===== src/rtl/huffman_block_decoder_pkg.sv =====
`default_nettype none
// ============================================================================
//  Module      : huffman_block_decoder_pkg
//  Description : Shared definitions for the Huffman block decoder: symbol
//                code table (prefix codes, prefix lengths, categories, EOB),
//                maximum symbol length, FSM state encoding and the zig-zag
//                position function.
//  Revision    : 1.0 - initial release
// ============================================================================
package huffman_block_decoder_pkg;

    // Longest symbol: 5-bit prefix plus 7 magnitude bits.
    localparam int MAX_SYM_LEN = 12;

    // Longest prefix (the EOB code).
    localparam int c_max_pfx_len = 6;

    // One code-table row. The prefix is left-aligned in 'code'; only the
    // top 'len' bits are significant.
    typedef struct packed {
        logic [5:0] code;
        logic [2:0] len;
        logic [2:0] cat;
        logic       eob;
    } sym_entry_t;

    localparam logic [5:0] c_eob_code = 6'b111111;
    localparam int         c_num_syms = 9;

    localparam sym_entry_t c_sym_table [c_num_syms] = '{
        '{6'b000000,  3'd2, 3'd0, 1'b0},
        '{6'b010000,  3'd3, 3'd1, 1'b0},
        '{6'b011000,  3'd3, 3'd2, 1'b0},
        '{6'b100000,  3'd3, 3'd3, 1'b0},
        '{6'b101000,  3'd3, 3'd4, 1'b0},
        '{6'b110000,  3'd3, 3'd5, 1'b0},
        '{6'b111000,  3'd4, 3'd6, 1'b0},
        '{6'b111100,  3'd5, 3'd7, 1'b0},
        '{c_eob_code, 3'd6, 3'd0, 1'b1}
    };

    typedef enum logic [1:0] {
        ST_IDLE   = 2'd0,
        ST_CLEAR  = 2'd1,
        ST_DECODE = 2'd2,
        ST_DONE   = 2'd3
    } state_t;

    // Raster index of the k-th zig-zag position in an n x n block (n <= 8).
    // Even anti-diagonals run bottom-left to top-right, odd ones the reverse.
    function automatic int zz_pos(input int k, input int n);
        int cnt;
        int res;
        int r;
        cnt = 0;
        res = 0;
        for (int s = 0; s <= 14; s++) begin
            for (int j = 0; j < 8; j++) begin
                r = ((s % 2) == 0) ? (s - j) : j;
                if ((r >= 0) && (r < n) && ((s - r) >= 0) && ((s - r) < n)) begin
                    if (cnt == k) begin
                        res = r * n + (s - r);
                    end
                    cnt++;
                end
            end
        end
        return res;
    endfunction

endpackage
`default_nettype wire


===== src/rtl/huffman_block_decoder_if.sv =====
`default_nettype none
// ============================================================================
//  Module      : huffman_block_decoder_if
//  Description : Bitstream/result bundle of the Huffman block decoder.
//                master: source/consumer side (drives enable, in_data,
//                        in_valid; observes in_ready, c, done, error)
//                slave : decoder side
//  Revision    : 1.0 - initial release
// ============================================================================
interface huffman_block_decoder_if #(
    parameter int N    = 8,
    parameter int CW   = 8,
    parameter int IN_W = 16
);
    logic                enable;
    logic [IN_W-1:0]     in_data;
    logic                in_valid;
    logic                in_ready;
    logic [N*N*CW-1:0]   c;
    logic                done;
    logic                error;

    modport master (
        output enable, in_data, in_valid,
        input  in_ready, c, done, error
    );

    modport slave (
        input  enable, in_data, in_valid,
        output in_ready, c, done, error
    );
endinterface
`default_nettype wire


===== src/rtl/huffman_block_decoder_symbol_peek.sv =====
`default_nettype none
// ============================================================================
//  Module      : hbd_symbol_peek
//  Description : Combinational look-ahead on the head of the bit buffer.
//                bits        - next 12 buffer bits, MSB consumed first
//                count       - number of valid bits in the buffer
//                sym_ok      - enough bits present to consume the symbol
//                sym_len     - bits to consume (prefix only when illegal)
//                is_eob      - symbol is end-of-block
//                cat_illegal - category does not fit in CW-bit signed value
//                value       - decoded signed coefficient
//  Revision    : 1.0 - initial release
// ============================================================================
module hbd_symbol_peek
    import huffman_block_decoder_pkg::*;
#(
    parameter int CW    = 8,
    parameter int CNT_W = 6
) (
    input  logic [MAX_SYM_LEN-1:0] bits,
    input  logic [CNT_W-1:0]       count,
    output logic                   sym_ok,
    output logic [3:0]             sym_len,
    output logic                   is_eob,
    output logic                   cat_illegal,
    output logic signed [CW-1:0]   value
);

    logic [c_max_pfx_len-1:0] w_head;
    logic [2:0]               w_plen;
    logic [2:0]               w_cat;
    logic                     w_eob;
    logic [MAX_SYM_LEN-1:0]   w_tail;
    logic [MAX_SYM_LEN-1:0]   w_mag;
    logic [MAX_SYM_LEN-1:0]   w_ones;

    assign w_head = bits[MAX_SYM_LEN-1 -: c_max_pfx_len];

    // The code is prefix-free, so exactly one row matches. A decoded prefix
    // is only trusted once count covers it, which sym_ok enforces.
    always_comb begin
        w_plen = 3'd2;
        w_cat  = 3'd0;
        w_eob  = 1'b0;
        for (int i = 0; i < c_num_syms; i++) begin
            if (((w_head ^ c_sym_table[i].code) &
                 ~({c_max_pfx_len{1'b1}} >> c_sym_table[i].len)) == '0) begin
                w_plen = c_sym_table[i].len;
                w_cat  = c_sym_table[i].cat;
                w_eob  = c_sym_table[i].eob;
            end
        end
    end

    // Magnitude bits start right after the prefix.
    assign w_tail = bits << w_plen;
    assign w_mag  = w_tail >> (4'd12 - {1'b0, w_cat});
    assign w_ones = (12'd1 << w_cat) - 12'd1;

    assign is_eob      = w_eob;
    assign cat_illegal = !w_eob && ({1'b0, w_cat} > 4'(CW - 1));
    assign sym_len     = cat_illegal ? {1'b0, w_plen} : ({1'b0, w_plen} + {1'b0, w_cat});
    assign sym_ok      = (count >= CNT_W'(sym_len));

    // Leading magnitude bit 0 marks a negative value: bits - (2^k - 1).
    assign value = CW'(w_tail[MAX_SYM_LEN-1] ? w_mag : (w_mag - w_ones));

endmodule
`default_nettype wire


===== src/rtl/huffman_block_decoder.sv =====
`default_nettype none
// ============================================================================
//  Module      : huffman_block_decoder
//  Description : Streaming Huffman decoder rebuilding one N x N block of
//                signed CW-bit coefficients from an MSB-first bitstream.
//                clk - rising-edge clock
//                rst - asynchronous active-high reset
//                bus - enable, in_data/in_valid/in_ready handshake,
//                      coefficient block c, done, error
//  Revision    : 1.0 - initial release
// ============================================================================
module huffman_block_decoder
    import huffman_block_decoder_pkg::*;
#(
    parameter int N      = 8,
    parameter int CW     = 8,
    parameter int IN_W   = 16,
    parameter int ZIGZAG = 1
) (
    input  logic                   clk,
    input  logic                   rst,
    huffman_block_decoder_if.slave bus
);

    localparam int c_nn    = N * N;
    localparam int c_buf_w = 2 * IN_W;
    localparam int c_cnt_w = $clog2(c_buf_w + 1);
    localparam int c_idx_w = $clog2(c_nn + 1);
    localparam int c_pos_w = $clog2(c_nn);

    state_t                r_state;
    state_t                w_state_nxt;
    logic                  r_enable_d;
    logic [c_buf_w-1:0]    r_buf;      // valid bits are MSB-aligned
    logic [c_cnt_w-1:0]    r_count;
    logic [c_idx_w-1:0]    r_index;
    logic                  r_error;
    logic signed [CW-1:0]  r_coef [c_nn];
    logic [c_pos_w-1:0]    w_map [c_nn];

    logic                  w_sym_ok;
    logic                  w_is_eob;
    logic                  w_cat_illegal;
    logic [3:0]            w_sym_len;
    logic signed [CW-1:0]  w_value;
    logic                  w_in_ready;
    logic                  w_accept;
    logic                  w_consume;
    logic                  w_write;
    logic                  w_last;
    logic                  w_finish;
    logic [c_cnt_w-1:0]    w_cnt_left;
    logic [c_buf_w-1:0]    w_buf_left;
    logic [c_buf_w-1:0]    w_word_ins;
    logic [N*N*CW-1:0]     w_c_flat;

    // Decode-order to raster-position map.
    for (genvar g = 0; g < c_nn; g++) begin : g_map
        assign w_map[g] = c_pos_w'((ZIGZAG != 0) ? zz_pos(g, N) : g);
    end

    hbd_symbol_peek #(
        .CW    (CW),
        .CNT_W (c_cnt_w)
    ) u_peek (
        .bits        (r_buf[c_buf_w-1 -: MAX_SYM_LEN]),
        .count       (r_count),
        .sym_ok      (w_sym_ok),
        .sym_len     (w_sym_len),
        .is_eob      (w_is_eob),
        .cat_illegal (w_cat_illegal),
        .value       (w_value)
    );

    assign w_in_ready = (r_state == ST_DECODE) && (r_count <= c_cnt_w'(IN_W));
    assign w_accept   = w_in_ready && bus.in_valid;
    assign w_consume  = (r_state == ST_DECODE) && w_sym_ok;
    assign w_write    = w_consume && !w_is_eob && !w_cat_illegal;
    assign w_last     = w_write && (r_index == c_idx_w'(c_nn - 1));
    assign w_finish   = w_consume && (w_is_eob || w_cat_illegal || w_last);

    // Consume first, then append the new word directly below what remains.
    assign w_cnt_left = w_consume ? (r_count - c_cnt_w'(w_sym_len)) : r_count;
    assign w_buf_left = w_consume ? (r_buf << w_sym_len) : r_buf;
    assign w_word_ins = {bus.in_data, {IN_W{1'b0}}} >> w_cnt_left;

    always_ff @(posedge clk or posedge rst) begin
        if (rst) begin
            r_state <= ST_IDLE;
        end else begin
            r_state <= w_state_nxt;
        end
    end

    always_comb begin
        w_state_nxt = r_state;
        case (r_state)
            ST_IDLE:   if (bus.enable && !r_enable_d) w_state_nxt = ST_CLEAR;
            ST_CLEAR:  w_state_nxt = ST_DECODE;
            ST_DECODE: if (w_finish) w_state_nxt = ST_DONE;
            ST_DONE:   w_state_nxt = ST_DONE;
            default:   w_state_nxt = ST_IDLE;
        endcase
        if (!bus.enable) begin
            w_state_nxt = ST_IDLE;
        end
    end

    always_ff @(posedge clk or posedge rst) begin
        if (rst) begin
            r_enable_d <= 1'b0;
            r_buf      <= '0;
            r_count    <= '0;
            r_index    <= '0;
            r_error    <= 1'b0;
            for (int i = 0; i < c_nn; i++) begin
                r_coef[i] <= '0;
            end
        end else begin
            r_enable_d <= bus.enable;
            if (r_state == ST_CLEAR) begin
                r_buf   <= '0;
                r_count <= '0;
                r_index <= '0;
                r_error <= 1'b0;
                for (int i = 0; i < c_nn; i++) begin
                    r_coef[i] <= '0;
                end
            end else if (r_state == ST_DECODE) begin
                // Leftover bits never carry into the next block.
                if (w_finish) begin
                    r_buf   <= '0;
                    r_count <= '0;
                end else if (w_accept) begin
                    r_buf   <= w_buf_left | w_word_ins;
                    r_count <= w_cnt_left + c_cnt_w'(IN_W);
                end else begin
                    r_buf   <= w_buf_left;
                    r_count <= w_cnt_left;
                end
                if (w_consume && w_cat_illegal) begin
                    r_error <= 1'b1;
                end
                if (w_write) begin
                    r_coef[w_map[r_index[c_pos_w-1:0]]] <= w_value;
                    r_index <= r_index + c_idx_w'(1);
                end
            end
        end
    end

    always_comb begin
        w_c_flat = '0;
        for (int i = 0; i < c_nn; i++) begin
            w_c_flat[i*CW +: CW] = r_coef[i];
        end
    end

    assign bus.c        = w_c_flat;
    assign bus.in_ready = w_in_ready;
    assign bus.done     = (r_state == ST_DONE);
    assign bus.error    = r_error && (r_state == ST_DONE);

endmodule
`default_nettype wire


===== src/flat_wrapper.sv =====
// flat-port wrapper written by rule: the top's interface ports become plain ports
module huffman_block_decoder_flat import huffman_block_decoder_pkg::*;
#(
    parameter int N      = 8,
    parameter int CW     = 8,
    parameter int IN_W   = 16,
    parameter int ZIGZAG = 1
)
  (clk, rst, bus_enable, bus_in_data, bus_in_valid, bus_in_ready, bus_c, bus_done, bus_error);
  huffman_block_decoder_if #(.N(N), .CW(CW), .IN_W(IN_W)) bus_i ();
  input  logic clk;
  input  logic rst;
  input wire logic [$bits(bus_i.enable)-1:0] bus_enable;
  input wire logic [$bits(bus_i.in_data)-1:0] bus_in_data;
  input wire logic [$bits(bus_i.in_valid)-1:0] bus_in_valid;
  output wire logic [$bits(bus_i.in_ready)-1:0] bus_in_ready;
  output wire logic [$bits(bus_i.c)-1:0] bus_c;
  output wire logic [$bits(bus_i.done)-1:0] bus_done;
  output wire logic [$bits(bus_i.error)-1:0] bus_error;
  assign bus_i.enable = bus_enable;
  assign bus_i.in_data = bus_in_data;
  assign bus_i.in_valid = bus_in_valid;
  assign bus_in_ready = bus_i.in_ready;
  assign bus_c = bus_i.c;
  assign bus_done = bus_i.done;
  assign bus_error = bus_i.error;
  huffman_block_decoder #(.N(N), .CW(CW), .IN_W(IN_W), .ZIGZAG(ZIGZAG)) u_core (.clk(clk), .rst(rst), .bus(bus_i));
endmodule

===== config.mk =====
export PLATFORM = sky130hd
export DESIGN_NAME = huffman_block_decoder_flat
export DESIGN_NICKNAME = d
export VERILOG_FILES = /design/src/rtl/huffman_block_decoder_pkg.sv /design/src/rtl/huffman_block_decoder_if.sv /design/src/rtl/huffman_block_decoder_symbol_peek.sv /design/src/rtl/huffman_block_decoder.sv /design/src/flat_wrapper.sv
export SDC_FILE = /design/constraint.sdc
export NUM_CORES = 1
export LEC_CHECK = 0
export ABC_AREA = 1
export BUFFER_PORTS_ARGS = -buffer_cell sky130_fd_sc_hd__buf_2
export CORE_ASPECT_RATIO = 0.6
export CORE_UTILIZATION = 56
export CTS_CLUSTER_SIZE = 8
export DETAILED_ROUTE_END_ITERATION = 8
export PLACE_DENSITY = 0.91
export SLEW_MARGIN = 10
export SYNTH_ARGS = -nofsm -noshare
export SYNTH_HDL_FRONTEND = slang
export SYNTH_HIERARCHICAL = 1
export SYNTH_SLANG_ARGS = --single-unit

===== constraint.sdc =====
create_clock -name clk -period 27.4 [get_ports clk]
set_clock_uncertainty 0.1 [all_clocks]
set_input_delay 6.85 -clock clk [delete_from_list [all_inputs] [get_ports clk]]
set_output_delay 6.85 -clock clk [all_outputs]
set_load 0.03 [all_outputs]

; Yosys cells after proc, flatten, opt, wreduce, memory -nomap -nowiden
; Memories as Yosys holds them, arrays and structs flattened.
; Index checks and enable logic that the tools add are counted.
[word_totals]
ram_bits = 0
input_bits = 20
ff_bits = 560
word_cells = 171
memories = 1
output_inout_bits = 515
latch_bits = 0
rom_bits = 384
[op_classes]
div_mod_pow = 0
n_lt_le_gt_ge = 5
muxes = 43
n_eq_ne = 6
add_sub_neg = 7
bitwise = 11
n_reduce_logical = 24
shifts = 5
n_mul = 0
[memory_table]
columns = name, words, word_bits, rd, rd_ports_with_merged_regs, write_ports, line_no
row1 = (no name shown), 64, 6, 1, 0, 0, huffman_block_decoder.sv:145  ; r_coef[w_map[r_index[c_pos_w-1:0]]] <= w_value;
[op_table]
columns = operator, count
row1 = 512-bit two-way mux, 3
row2 = 512-bit bitwise mux, 1
row3 = 32-bit two-way mux, 5
row4 = 8-bit demux with 6-bit select, 1
row5 = 6-bit zero test, 8
row6 = 6-bit two-way mux, 7
row7 = 3-bit two-way mux, 12
row8 = 32-bit bitwise OR, 1
row9 = 32-bit by 4-bit << shifter with 32-bit output, 1
row10 = 32-bit by 6-bit >> shifter with 32-bit output, 1
row11 = 7-bit two-way mux, 3
row12 = 8-bit two-way mux, 2
row13 = 7-bit >= comparator (second input constant), 2
row14 = 6-bit NOT with 7-bit output, 2
row15 = 12-bit by 3-bit << shifter with 12-bit output, 1
row16 = 12-bit by 4-bit >> shifter with 8-bit output, 1
row17 = 2-bit two-way mux, 5
row18 = 1-bit logical AND, 8
row19 = 2-bit one-hot mux with 4 select lines, 1
row20 = 1-bit by 3-bit << shifter with 8-bit output (first input constant), 1
row21 = 8-bit by 1-bit subtractor with 8-bit output (second input constant), 1
row22 = 8-bit subtractor, 1
row23 = 7-bit by 1-bit adder with 7-bit output (second input constant), 1
row24 = 7-bit by 6-bit equality test with 1-bit output (second input constant), 1
row25 = 21 further kinds, 31

; Depth between registers and ports, before layout
; Gate-level depths: netlist (run 1).
[depth]
depth_word = 20
ltp_mapped = 35
ltp_nobuf = 33

; Cells and area by module
; Netlist (run 1), hierarchy kept.
[by_module_without_submodules]
columns = mod, cells_per_inst, instances, area_per_inst_um2, seq_area_each_um2
row1 = huffman_block_decoder, 3410, 1, 27124.8, 14038.5
row2 = hbd_symbol_peek, 291, 1, 1720.4, 0.0

; Worst setup path after synthesis (run 1)
; No wires, ideal clock.
[synth_timing]
path_type = input -> register
startpoint = in bus_in_valid
endpoint = reg u_core.r_buf[1]
n_path_buf = 1
required_time_ns = 27.234
t_arrival_ns = 7.864
setup_slack_ns = 19.370
path_stages = 9
path_cell_list = inv_1 > nor2_1 > nand2_1 > nor2_1 > clkbuf_1 > nand4_1 > nand3_1 > nand2_1 > nand2_1
[synth_between]
elab_chain_len = 5
[synth_lines]
columns = element, line_no
row1 = start: declaration, flat_wrapper.sv:15  ; input wire logic [$bits(bus_i.in_valid)-1:0] bus_in_valid;
row2 = 1-bit logical AND, huffman_block_decoder.sv:76  ; assign w_accept = w_in_ready && bus.in_valid;
row3 = 32-bit two-way mux, huffman_block_decoder.sv:134  ; end else if (w_accept) begin
row4 = 32-bit two-way mux, huffman_block_decoder.sv:131  ; if (w_finish) begin
row5 = 32-bit two-way mux, huffman_block_decoder.sv:129  ; end else if (r_state == ST_DECODE) begin
row6 = 32-bit two-way mux, huffman_block_decoder.sv:121  ; if (r_state == ST_CLEAR) begin
row7 = end signal: assignment, huffman_block_decoder.sv:135  ; r_buf <= w_buf_left | w_word_ins;
row8 = end signal: assignment, huffman_block_decoder.sv:138  ; r_buf <= w_buf_left;
row9 = end: declaration, huffman_block_decoder.sv:34  ; logic [c_buf_w-1:0] r_buf;
; Every way passes these cells. The select of a mux whose other input is x is not followed.
; A chain may end at the register's enable or synchronous reset.

==> results.cfg, run 1 <==
[power]
p_leak_nw = 19.7
power.total_w = 0.00351
p_per_area_mw_per_mm2 = 103
vdd_drop_max_mv = 0.150

[setup_path]
path_cells = buf_2 > inv_8 > buf_4 > buf_4 > buf_4
rr_worst_depth = 25
crit_type = in -> async
end_kind = async pin
timing.rr.start = u_core/r_buf[31]$_DFFE_PP0P_
worstReg2RegEnd = u_core/r_buf[7]$_DFFE_PP0P_
worstPathRequired_ns = 27.88
crit_slowest_cell = buf_4
ff2ff_setup_slack_ns = 20.42
path_common_cell = buf_4
crit_fanout = 105
critPathMaxStageDelay_ns = 0.91
cp-start-kind = primary input
worstPathArrival_ns = 10.18

[clocking]
cts_resized = 0
ctsHoldBuffers = 0
worstSkewPairLatency_ns = 0.62
clockBufferDepth = 3
cts-root-buf = clkbuf_16
post_cts_buffers = 0
cts_tree = yes
cts.clk_slew.worst_paths_ns = 0.05
cts_max_level = 3
clock-sinks = 561
cts_buffers = 80

[global_route]
grtUsageTotal_pct = 39.0
overflow = 0
grt_pass1_vias = 27200
grt_max_degree = 221
grt_pass1_wl_um = 158000
antenna_found_initial = 0

[sta]
tightestPinTransition_ns = 1.26
maxSlewHeadroom_pct = 15.9
fmax_mhz = 103
slew_viol_final = 0
worst_slack_ns = 17.70
whs_ns = 0.388
final_hold_viol_count = 0
period_needed_ns = 9.70
rsz0062_at_grt = false
tns_ns = 0
setup_viol = 0
fin_crit_sh_pct = 35.4

[drt]
drt-pass1-iter-count = 7
routedWlPerCell_um = 21.8
ant_nets = 0
num_vias = 30000
drt_wl_total_um = 105000
avgViaCountPerCell = 6.21
drt_iter0_drc = 5157
drc_errors = 0

[placed_design]
gp_congestion = 1.08
post-dp-hpwl_um = 69200
place.port_buffers = 534
post-place-ws_ns = 16.92

[hold_path]
min_from = u_core/bus.c[87]$_DFFE_PP0P_
min_path_type = reg -> reg
worstHoldEndpoint = u_core/bus.c[87]$_DFFE_PP0P_
hold_depth = 2

[logic_synthesis]
synthDistinctLibCells = 52
ys_ff_latch = 561
syn_avg_cell_area_um2 = 7.79
syn-num-nets = 3770
yosys_warnings = 6
ys_seq_area_share_pct = 48.7
synth_area_mm2 = 0.0288
synthCells = 3701

[cells_and_area]
final_cell_mix = nand2_1, nand3_1, dfrtp_1, buf_2, inv_1
nets = 4201
fin_util_pct = 66.6
mostFrequentLayoutCell = nand2_1
syn2layout_area_growth_pct = 17.6
final_layout_size_suffix_gt1_share_pct = 20.5
diodes = 0

[floorplan]
initial_utilization_pct = 56.6
io_pins = 535
dieArea_mm2 = 0.0525
dieHeight_um = 178
row_count = 64
core_area_mm2 = 0.0509
die_x_um = 295

[job]
cap_violations = 0

[status]
status = finished clean
[power by group]
part | internal [W] | leakage, nW | total (W) | switching (W)
Clock | 0.000521 | 1.06 | 0.000889 | 0.000368
Sequential | 0.000861 | 7.81 | 0.000897 | 0.0000353
Combinational | 0.000312 | 10.8 | 0.00172 | 0.00141
[layout make-up]
type | instances | area (µm²)
Inverter | 195 | 744
Sequential cell | 561 | 14000
Clock buffer | 81 | 2010
Clock inverter | 9 | 179
Multi-Input combinational cell | 2728 | 13200
Fill cell | 3970 | 17000
Tap cell | 693 | 867
Timing Repair Buffer | 566 | 2930
[cells by family (layout without fill, tap and decap cells)]
kind of cell	after synthesis	after routing	share of synthesized area (%)
AND/OR/NAND/NOR	2381	2381	36.9
multiplexers	8	8	0.278
buffers and inverters	412	851	5.71
adder cells (fa/ha/maj)	49	49	2.20
XOR/XNOR	6	6	0.182
flip-flops	561	561	48.7
AO/OA/AOI/OAI	283	283	6.03
other	1	1	0.0130
[how the worst max path moves through the flow]
stage,start,to,depth (start not counted)
CTS,rst,u_core/bus.c[478]$_DFFE_PP0P_,5
detailed placement,rst,u_core/bus.c[26]$_DFFE_PP0P_,5
finish,rst,u_core/bus.c[507]$_DFFE_PP0P_,5
floorplan,rst,u_core/bus.c[0]$_DFFE_PP0P_,1
global placement,rst,u_core/bus.c[26]$_DFFE_PP0P_,5
global route,rst,u_core/bus.c[49]$_DFFE_PP0P_,5
[state kept, by name, summed over array words and instances, names as in the netlist]
register,cells
u_core/bus.c,512
u_core/r_buf,32
u_core/r_index,7
u_core/r_count,6
u_core/r_state,2
u_core/r_enable_d,1
u_core/r_error,1
[worst max-delay path, delay by kind of cell]
| kind | cells | cell delay (ns) |
|---|---|---|
| buffers and inverters | 5 | 3.22 |
[through the flow]
step	area [µm²]	instances
final	33900	4833
after global routing	33900	4833
after CTS	33900	4833
after detailed placement	31800	4743
after global placement	31800	4743
after floorplan	28800	3701
[synthesized netlist by cell type (all sizes together)]
cell,number,area [µm²]
a21oi,26,175
a22oi,6,45.0
a2bb2oi,1,8.76
a31oi,4,25.0
and2,4,25.0
buf,78,387
clkbuf,139,524
clkinv,7,26.3
conb,1,3.75
dfrtp,561,14000
fa,3,60.1
ha,46,576
inv,188,711
mux2i,8,80.1
nand2,1346,5150
nand3,856,4470
nand3b,4,30.0
nand4,29,194
nor2,117,602
nor3,6,51.3
o2111ai,32,280
o211ai,41,308
o21ai,160,808
o21bai,1,7.51
o22ai,10,62.6
o311a,1,10.0
o32ai,1,8.76
or2,19,119
xnor2,3,26.3
xor2,3,26.3
[layer usage]
layer | vias up | track usage, % | wire length [µm]
li1 | 13100 | - | -
met1 | 13900 | 51.7 | 38600
met2 | 2506 | 52.8 | 42900
met3 | 504 | 16.0 | 16800
met4 | 0 | 23.9 | 6980
met5 | - | 0 | 0
(Power assumes the default switching activity.)
==> run 2, diff against run 1 <==
clock period = 9.4 ns   (was 27.4 ns; I/O delays follow)
==> run 2 against run 1 <==
Against the previous run: the run now ends with design-rule violations left; utilization rose by 0.17 points; wire length grew 5.4%; first-iteration DRC count is 5.0% higher; count of clock-buffer cells in the layout is 2 higher; die area is the same; worst setup slack lost 15 ns; critical path type is now reg -> reg; critical endpoint is now u_core/bus.c[63]$_DFFE_PP0P_; largest cell class unchanged.
==> results.cfg, run 2 (same netlist as run 1, synthesis figures left out) <==
[placed_design]
place.port_buffers = 534
post-dp-hpwl_um = 71800
gp_congestion = 1.01
post-place-ws_ns = 2.85

[clocking]
cts.clk_slew.worst_paths_ns = 0.06
cts_tree = yes
ctsHoldBuffers = 0
clockBufferDepth = 3
worstSkewPairLatency_ns = 0.64
cts_resized = 0
cts_buffers = 80
post_cts_buffers = 0
cts_max_level = 3
clock-sinks = 561
cts-root-buf = clkbuf_16

[floorplan]
dieHeight_um = 178
die_x_um = 295
initial_utilization_pct = 56.6
dieArea_mm2 = 0.0525
row_count = 64
io_pins = 535
core_area_mm2 = 0.0509

[sta]
final_hold_viol_count = 0
tns_ns = 0
whs_ns = 0.381
period_needed_ns = 6.83
setup_viol = 0
maxSlewHeadroom_pct = 19.3
fin_crit_sh_pct = 72.6
slew_viol_final = 0
tightestPinTransition_ns = 1.21
rsz0062_at_grt = false
worst_slack_ns = 2.57
fmax_mhz = 146

[global_route]
antenna_found_initial = 1
grt_pass1_vias = 28000
grtUsageTotal_pct = 41.2
overflow = 0
grt_max_degree = 171
grt_pass1_wl_um = 166000

[hold_path]
worstHoldEndpoint = u_core/r_buf[2]$_DFFE_PP0P_
hold_depth = 2
min_path_type = reg -> reg
min_from = u_core/r_buf[2]$_DFFE_PP0P_

[drt]
drc_errors = 2
drt-pass1-iter-count = 9
drt_iter0_drc = 5413
routedWlPerCell_um = 22.9
num_vias = 30700
drt_wl_total_um = 111000
ant_nets = 0
avgViaCountPerCell = 6.34

[cells_and_area]
fin_util_pct = 66.8
final_cell_mix = nand2_1, nand3_1, dfrtp_1, buf_2, inv_1
diodes = 0
final_layout_size_suffix_gt1_share_pct = 20.6
mostFrequentLayoutCell = nand2_1
nets = 4205
syn2layout_area_growth_pct = 18.0
largest_reg_flops = 512

[setup_path]
worstReg2RegEnd = u_core/bus.c[63]$_DFFE_PP0P_
crit_fanout = 59
rr_worst_depth = 22
worstPathRequired_ns = 9.81
ff2ff_setup_slack_ns = 2.57
worstPathArrival_ns = 7.24
end_kind = register
crit_type = reg -> reg
cp-start-kind = register
timing.rr.start = u_core/r_buf[31]$_DFFE_PP0P_

[power]
p_leak_nw = 19.7
power.total_w = 0.0103
p_per_area_mw_per_mm2 = 303
vdd_drop_max_mv = 0.570

[job]
cap_violations = 0

[status]
violations = design-rule violations
status = finished with violations
[run 2: cell types whose count changed in the layout (fill, tap and decap cells not counted), sizes merged]
| cell | delta |
|---|---|
| buf | +4 |
| clkinv | -3 |
| clkinvlp | +1 |
| inv | +1 |
| clkbuf | +2 |
[run 2: metal layers]
metal / GRT usage, % / wire, µm / vias to the layer above
li1: - / - / 13100
met1: 56.0 / 41400 / 14200
met2: 55.4 / 44900 / 2790
met3: 16.0 / 17400 / 611
met4: 24.2 / 7310 / 2
met5: 0 / 16 / -
[run 2: power by group]
group	switching [W]	total, W	internal (W)
logic	0.00413	0.00505	0.000916
registers	0.0000954	0.00261	0.00251
clock network	0.00112	0.00266	0.00153
[run 2: worst max-delay path by stage]
stage	startpoint	end	slack (ns)	depth (start not counted)
3_5_place_dp	u_core/r_buf[31]$_DFFE_PP0P_	u_core/bus.c[54]$_DFFE_PP0P_	2.85	22
5_1_grt	u_core/r_buf[30]$_DFFE_PP0P_	u_core/bus.c[54]$_DFFE_PP0P_	2.16	22
4_1_cts	u_core/r_buf[31]$_DFFE_PP0P_	u_core/bus.c[54]$_DFFE_PP0P_	2.79	22
6_report	u_core/r_buf[31]$_DFFE_PP0P_	u_core/bus.c[63]$_DFFE_PP0P_	2.57	22
2_1_floorplan	rst	u_core/bus.c[0]$_DFFE_PP0P_	-0.69	1
3_3_place_gp	u_core/r_buf[31]$_DFFE_PP0P_	u_core/bus.c[435]$_DFFE_PP0P_	3.07	22
[run 2: final cells by class]
type	instances	area [µm²]
timing repair buffer	570	2980
fill	3936	16900
multi-input combinational	2728	13200
tap	693	867
clock inverter	8	195
sequential	561	14000
inverter	195	741
clock buffer	83	2020
[run 2: worst max-delay path, cell delays in order, from the launching register on]
cell and delay [ns]:
dfrtp_1 0.44, or2_1 0.43, a21oi_4 0.54, inv_4 0.16, ha_1 0.23, inv_1 0.07, fa_1 0.44, ha_1 0.29
o21ai_0 0.07, nand2_1 0.06, a21oi_1 0.06, o21ai_0 0.32, nand2_1 0.09, buf_4 0.31, inv_1 0.42, nand3_1 0.28
nand2_4 0.68, inv_1 0.34, nor2_2 0.63, nand2_2 0.29, inv_2 0.22, nand2_1 0.09, nand2_1 0.11
[run 2: metrics by stage]
stage,cells,instance area (µm²)
floorplan,3701,28800
global placement,4747,31800
detailed placement,4747,31800
CTS,4838,34000
global route,4838,34000
finish,4838,34000
